===== src/rtl/ps2_pkg.sv =====
// Shared constants for the PS/2 arrow-key front end: FSM encodings, prefix bytes,
// keyboard response bytes and the four extended arrow scancodes.
package ps2_pkg;

  // Prefix-tracking FSM states
  localparam logic [1:0] StIdle   = 2'd0;
  localparam logic [1:0] StExt    = 2'd1;
  localparam logic [1:0] StBrk    = 2'd2;
  localparam logic [1:0] StExtBrk = 2'd3;

  localparam logic [7:0] ByteExt = 8'hE0;
  localparam logic [7:0] ByteBrk = 8'hF0;

  // Keyboard/controller responses that never start or complete a scancode
  localparam int unsigned NumResp = 7;
  localparam logic [7:0] RespBytes [NumResp] = '{8'h00, 8'hAA, 8'hEE, 8'hFA, 8'hFC, 8'hFE, 8'hFF};

  localparam logic [15:0] CodeLeft  = 16'hE06B;
  localparam logic [15:0] CodeDown  = 16'hE072;
  localparam logic [15:0] CodeRight = 16'hE074;
  localparam logic [15:0] CodeUp    = 16'hE075;

  function automatic logic is_response(input logic [7:0] b);
    logic hit;
    hit = 1'b0;
    for (int i = 0; i < NumResp; i++) begin
      if (b == RespBytes[i]) hit = 1'b1;
    end
    return hit;
  endfunction

endpackage


===== src/rtl/ps2_arrow_decode.sv =====
// Combinational arrow lookup: one-hot {left, down, right, up}, zero for other codes.
module ps2_arrow_decode
  import ps2_pkg::*;
(
  input  logic [15:0] i_code,
  output logic [3:0]  o_hit
);

  // Map a complete scancode onto its arrow position
  always_comb begin
    o_hit = 4'b0000;
    case (i_code)
      CodeLeft:  o_hit = 4'b1000;
      CodeDown:  o_hit = 4'b0100;
      CodeRight: o_hit = 4'b0010;
      CodeUp:    o_hit = 4'b0001;
      default:   o_hit = 4'b0000;
    endcase
  end

endmodule


===== src/rtl/ps2_arrow_tracker.sv =====
// PS/2 byte stream to scancode resolver with held state for the four arrow keys.
module ps2_arrow_tracker
  import ps2_pkg::*;
#(
  parameter int unsigned TIMEOUT_CYCLES = 50000
) (
  input  logic        clk,
  input  logic        resetn,
  input  logic [7:0]  byte_in,
  input  logic        byte_valid,
  output logic        code_valid,
  output logic [15:0] scancode,
  output logic        code_break,
  output logic        left,
  output logic        down,
  output logic        right,
  output logic        up,
  output logic        err_timeout
);

  localparam int unsigned CntW = (TIMEOUT_CYCLES > 1) ? $clog2(TIMEOUT_CYCLES) : 1;
  localparam logic [CntW-1:0] CntMax = CntW'(TIMEOUT_CYCLES - 1);

  logic [1:0]      r_state;
  logic [CntW-1:0] r_cnt;
  logic            r_code_valid;
  logic [15:0]     r_scancode;
  logic            r_code_break;
  logic [3:0]      r_arrows;
  logic            r_err;

  logic [1:0]      w_state_d;
  logic [CntW-1:0] w_cnt_d;
  logic            w_emit;
  logic            w_break;
  logic [15:0]     w_code;
  logic            w_timeout;
  logic [3:0]      w_hit;
  logic [3:0]      w_arrows_d;

  // Prefix FSM and idle counter; a byte always beats a simultaneous timeout
  always_comb begin
    w_state_d = r_state;
    w_cnt_d   = r_cnt;
    w_emit    = 1'b0;
    w_break   = 1'b0;
    w_code    = {8'h00, byte_in};
    w_timeout = 1'b0;
    if (byte_valid) begin
      w_cnt_d = '0;
      case (r_state)
        StIdle: begin
          if (byte_in == ByteExt) begin
            w_state_d = StExt;
          end else if (byte_in == ByteBrk) begin
            w_state_d = StBrk;
          end else if (!is_response(byte_in)) begin
            w_emit = 1'b1;
          end
        end
        StExt: begin
          if (byte_in == ByteBrk) begin
            w_state_d = StExtBrk;
          end else if (byte_in != ByteExt) begin
            w_emit    = 1'b1;
            w_code    = {ByteExt, byte_in};
            w_state_d = StIdle;
          end
        end
        StBrk: begin
          w_emit    = 1'b1;
          w_break   = 1'b1;
          w_state_d = StIdle;
        end
        default: begin
          w_emit    = 1'b1;
          w_break   = 1'b1;
          w_code    = {ByteExt, byte_in};
          w_state_d = StIdle;
        end
      endcase
    end else if (r_state != StIdle) begin
      if (r_cnt == CntMax) begin
        w_timeout = 1'b1;
        w_state_d = StIdle;
        w_cnt_d   = '0;
      end else begin
        w_cnt_d = r_cnt + 1'b1;
      end
    end
  end

  ps2_arrow_decode u_decode (
    .i_code (w_code),
    .o_hit  (w_hit)
  );

  // Make sets the matching arrow, break clears it; other codes have zero hit
  always_comb begin
    w_arrows_d = r_arrows;
    if (w_emit) begin
      w_arrows_d = w_break ? (r_arrows & ~w_hit) : (r_arrows | w_hit);
    end
  end

  // State and output registers; scancode/code_break hold until the next code
  always_ff @(posedge clk) begin
    if (!resetn) begin
      r_state      <= StIdle;
      r_cnt        <= '0;
      r_code_valid <= 1'b0;
      r_scancode   <= 16'h0000;
      r_code_break <= 1'b0;
      r_arrows     <= 4'b0000;
      r_err        <= 1'b0;
    end else begin
      r_state      <= w_state_d;
      r_cnt        <= w_cnt_d;
      r_code_valid <= w_emit;
      r_err        <= w_timeout;
      r_arrows     <= w_arrows_d;
      if (w_emit) begin
        r_scancode   <= w_code;
        r_code_break <= w_break;
      end
    end
  end

  assign code_valid  = r_code_valid;
  assign scancode    = r_scancode;
  assign code_break  = r_code_break;
  assign left        = r_arrows[3];
  assign down        = r_arrows[2];
  assign right       = r_arrows[1];
  assign up          = r_arrows[0];
  assign err_timeout = r_err;

endmodule


===== config.mk =====
export PLATFORM = sky130hd
export DESIGN_NAME = ps2_arrow_tracker
export DESIGN_NICKNAME = d
export VERILOG_FILES = /design/src/rtl/ps2_pkg.sv /design/src/rtl/ps2_arrow_decode.sv /design/src/rtl/ps2_arrow_tracker.sv
export SDC_FILE = /design/constraint.sdc
export NUM_CORES = 1
export LEC_CHECK = 0
export BUFFER_PORTS_ARGS = -buffer_cell sky130_fd_sc_hd__buf_2
export CORE_MARGIN = 2
export CORE_UTILIZATION = 53
export CTS_CLUSTER_SIZE = 40
export DETAILED_ROUTE_END_ITERATION = 8
export GPL_TIMING_DRIVEN = 0
export PLACE_DENSITY = 0.78
export SLEW_MARGIN = 40
export SYNTH_ARGS = -nofsm -noshare
export SYNTH_HDL_FRONTEND = slang
export SYNTH_SLANG_ARGS = --single-unit

===== constraint.sdc =====
create_clock -name clk -period 1.81 [get_ports clk]
set_clock_uncertainty 0.1 [all_clocks]
set_input_delay 0.0905 -clock clk [delete_from_list [all_inputs] [get_ports clk]]
set_output_delay 0.0905 -clock clk [all_outputs]
set_load 0.005 [all_outputs]

Word level (Yosys, flattened, before mapping)
Index checks and enable logic that the tools add are counted.
{"block": "word_totals", "regBits": 41, "output_inout_bits": 23, "elab_cells": 77, "inputBits": 11}
{"block": "op_classes", "n_eq_ne": 18, "n_reduce_logical": 10, "n_bitwise": 5, "muxes": 36, "n_addsub": 1}
{"op": "== test 16 bit (second input constant)", "n": 5}
{"op": "== test 8 bit (second input constant)", "n": 8}
{"op": "two-way mux 16 bit", "n": 4}
{"op": "one-hot mux 16 bit (2 select lines)", "n": 1}
{"op": "two-way mux 1 bit", "n": 20}
{"op": "adder 16 x 1 -> 16 bit (second input constant)", "n": 1}
{"op": "one-hot mux 4 bit (4 select lines)", "n": 1}
{"op": "two-way mux 2 bit", "n": 7}
{"op": "zero test 8 bit", "n": 1}
{"op": "inequality test 4 bit (second input constant)", "n": 2}
{"op": "inequality test 8 bit (second input constant)", "n": 1}
{"op": "nonzero test 2 bit", "n": 3}
{"op": "OR reduction 2 bit", "n": 3}
{"op": "bitwise AND 4 bit", "n": 1}
{"op": "two-way mux 4 bit", "n": 1}
{"op": "inverter 4 bit", "n": 1}
{"op": "OR 4 bit", "n": 1}
{"op": "one-hot mux 2 bit (2 select lines)", "n": 1}
{"op": "AND reduction 4 bit", "n": 1}
{"op": "OR reduction 3 bit", "n": 1}
{"op": "== test 2 x 1 -> 1 bit (second input constant)", "n": 1}
{"op": "== test 2 bit (second input constant)", "n": 1}
{"op": "zero test 2 bit", "n": 1}
{"op": "inverter 1 bit", "n": 2}
{"op": "one-hot mux 1 bit (2 select lines)", "n": 1}

Longest topological paths before layout
{"block": "logic_depth", "word_depth": 17, "ltp_mapped": 6, "ltp_nobuf": 6}

Modules after synthesis
From an unflattened synthesis, not the netlist that was laid out.
{"block": "hier_totals", "cells_unflattened": 197, "hier_area_um2": 1764.2}
{"mod": "ps2_arrow_tracker", "instances": 1, "cells_per_inst": 184, "area_per_inst_um2": 1654.1, "seq_area_each_um2": 680.7}
{"mod": "ps2_arrow_decode", "instances": 1, "cells_per_inst": 13, "area_per_inst_um2": 110.1, "seq_area_each_um2": 0.0}

Worst setup path before layout
Ideal clock, no wire load.
{"block": "synth_timing", "path_kind": "reg2reg", "from": "reg r_cnt[0]", "to": "reg r_cnt[0]", "setup_time_ps": 117, "n_path_buf": 1, "slack_ps": 193, "period_less_slack_ps": 1617, "arrival_ps": 1400, "required_time_ps": 1593, "path_stages_with_launch": 7, "path_cell_list": "dfxtp_1 ha_1 o2111a_1 nand4_1 nand3b_1 buf_2 nor2_1"}
{"block": "synth_via", "elab_chain_cells": 2, "elab_cells_between_ends": 3, "cone_classes": "1 x add/sub; 1 x eq/ne; 1 x mux"}
{"item": "start, declared", "line": "ps2_arrow_tracker.sv:25", "source": "logic [CntW-1:0] r_cnt;"}
{"item": "start signal, assigned", "line": "ps2_arrow_tracker.sv:118", "source": "r_cnt <= w_cnt_d;"}
{"item": "adder 16 x 1 -> 16 bit or == test 16 bit (tied branches)", "line": "ps2_arrow_tracker.sv:88, ps2_arrow_tracker.sv:83"}
{"item": "two-way mux 16 bit *", "line": "ps2_arrow_tracker.sv:83", "source": "if (r_cnt == CntMax) begin"}
Mark *: on every way between the ends. The rest lies on a longest branch, timed or not.
A chain may end at the register's enable or synchronous reset.

Worst setup path in the final report
{"block": "layout_timing", "from": "reg r_cnt[0]", "to": "reg r_cnt[7]"}
Same word-level chain as after synthesis.

==> impl_metrics.json <==
{
  "htreeDepth": 2,
  "min_period_ns": 1.67,
  "worst_hold_path_type": "primary input to register",
  "yosysTopAreaCellShare_pct": 41.4,
  "cpMaxStageDelayCell": "dfxtp_1",
  "synth_async_sr_flop_share_pct": 0,
  "fillCellCount": 254,
  "die_h_microns": 59.7,
  "antenna_found_initial": 0,
  "arrival_ns": 1.80,
  "cts_tree": "yes",
  "synth_cells": 184,
  "core_sq_um": 3000,
  "rr_worst_depth": 6,
  "powerDensity_nw_per_um2": 709,
  "end_kind": "register",
  "hold_violations": 0,
  "ios": 34,
  "peakVddDrop_v": 0.000598,
  "die_area_sq_um": 3560,
  "ant_nets": 0,
  "clock_sinks": 34,
  "ys_types": 49,
  "synth-seq-cells": 34,
  "cp_num_buf_inv": 1,
  "clock_latency_ns": 0.33,
  "min_period_over_period_pct": 92.3,
  "cp_cell_sequence": "ha_1 > o2111a_2 > nand4_1 > nand3b_1 > clkbuf_4 > nor2_1",
  "fp.dieW_microns": 59.7,
  "grt_pass1_wl_microns": 5650,
  "grt_pass1_vias": 1276,
  "setup_viol": 0,
  "seq_area_frac_synth_pct": 41.4,
  "syn_area_sq_um": 1640,
  "yosys.area.top_type": "dfxtp_1",
  "clk_pin_slew_worst_paths_ns": 0.10,
  "io_buffer_count": 26,
  "status": "complete, no violations",
  "root_buffer": "clkbuf_4",
  "drc": 0,
  "regArea_sq_um": 681,
  "syn_area_per_cell_sq_um": 8.93,
  "final_cell_mix": "dfxtp_1 (34), nand2_1 (26), buf_2 (26)",
  "vias": 1407,
  "dr.pass1.iters": 4,
  "gp_congestion": 0.868,
  "fin_cells": 263,
  "p_leak_nw": 0.843,
  "worstPathMaxFanout": 10,
  "grt-ovfl-total": 0,
  "rows": 20,
  "yosys-top-cells-area": "dfxtp_1 (41%), xor2_1 (7.5%), nand2_1 (5.9%)",
  "fmax_ghz": 0.598,
  "synth_ff_type": "dfxtp_1",
  "cts_made_buffers": 5,
  "multi_input_area_sq_um": 848,
  "first_iter_violations": 106,
  "syn_to_final_growth_pct": 21.1,
  "layout_commonest_cell": "dfxtp_1",
  "antenna-diode-count": 0,
  "grt_max_degree": 11,
  "dp_hpwl_microns": 2410,
  "drv_cap": 0,
  "finalNetCount": 241,
  "cp.depth": 6,
  "wl_microns": 3380,
  "finalMaxSlewViolations": 0,
  "wl_per_cell_microns": 12.9,
  "drive_above_1_share_pct": 23.0,
  "finalPower_w": 0.00141,
  "track_usage_pct": 21.2,
  "cpLargestDelayFamily": "simple AND/OR/NAND/NOR gates",
  "required_ns": 1.94,
  "dpl.cell_count": 247,
  "crit_type": "register to register",
  "viasPerCell": 5.35,
  "synth_edf_count": 0,
  "start_util_pct": 54.7,
  "cp-start-kind": "register",
  "yosysWarnings": 0,
  "hold_ws_ns": 0.0220,
  "max_stage_delay_ns": 0.38,
  "cts_buffer_depth": 2,
  "rsz0062_at_grt": "no",
  "holdPathStages": 3
}
layout make-up:
type | instances | share of cell area, %
plain buffers | 15 | 5.91
clock buffers | 8 | 3.96
inverters | 4 | 0.755
multi-input cells | 135 | 42.6
flip-flops and latches | 34 | 34.2
well taps | 33 | 2.08
repair buffers | 34 | 10.4
where the power goes:
group	leakage [nW]	internal, W	switching [W]	total [W]
registers	0.276	0.000761	0.00000605	0.000767
logic	0.523	0.0000614	0.0000712	0.000133
clock network	0.0446	0.000265	0.000246	0.000512
total	0.843	0.00109	0.000323	0.00141
cell families (layout without fill, tap and decap cells):
family | Yosys count | after routing | synth area share, %
fa+ha+maj | 1 | 1 | 0.761
buf+inv | 19 | 61 | 7.92
simple gates | 85 | 85 | 26.5
xor+xnor | 16 | 16 | 8.53
other cells | 1 | 5 | 0.228
mux | 9 | 9 | 5.48
flops | 34 | 34 | 41.4
compound gates | 19 | 19 | 9.14
per-layer routing:
layer	wire length (microns)	global-route usage (%)	vias up
met5	0	0	-
met4	42	6.67	0
met3	169	6.49	5
met2	1610	35.7	32
met1	1560	25.8	649
li1	-	-	721
synth_stat cells (2+ instances only):
library cell,n
and3_1,2
and4_1,2
buf_4,8
clkbuf_1,2
clkbuf_8,2
dfxtp_1,34
inv_1,4
mux2i_1,9
nand2_1,26
nand3_1,8
nand4_1,6
nor2_1,23
nor2b_1,3
nor3_1,2
nor4_1,2
nor4bb_1,2
o211ai_1,2
o21ai_0,2
xnor2_1,2
xor2_1,14
worst reg2reg max path, stage by stage (launching register included):
cell and delay [ns]:
dfxtp_1 0.38, ha_1 0.18, o2111a_2 0.29, nand4_1 0.16
nand3b_1 0.17, clkbuf_4 0.22, nor2_1 0.07
final timing paths:
check / startpoint / end / slack, ns
min: byte_valid / err_timeout / 0.02
max reg2reg: r_cnt[0] / r_cnt[7] / 0.14
min reg2reg: scancode[4] / scancode[4] / 0.36
max: r_cnt[0] / r_cnt[7] / 0.14
through the flow:
step / utilization [%] / TNS [ns] / worst slack, ns / area [sq um]
floorplan: - / 0 / 0.193 / 1660
global placement: 60.9 / -1.39 / -0.140 / 1830
detailed placement: 60.9 / -1.68 / -0.173 / 1830
CTS: 66.1 / 0 / 0.00278 / 1990
global route: 66.3 / 0 / 0.0244 / 1990
finish: 66.3 / 0 / 0.139 / 1990
repair_timing:
action / CTS / global route
resized for setup: 0 / 2
pin swaps: 1 / 1
endpoints found under the setup margin: 10 / 17
hold endpoints to repair: 7 / 0
hold buffers: 7 / 0
buffers inserted: 1 / 0
Power figures use the tool's default switching activity.
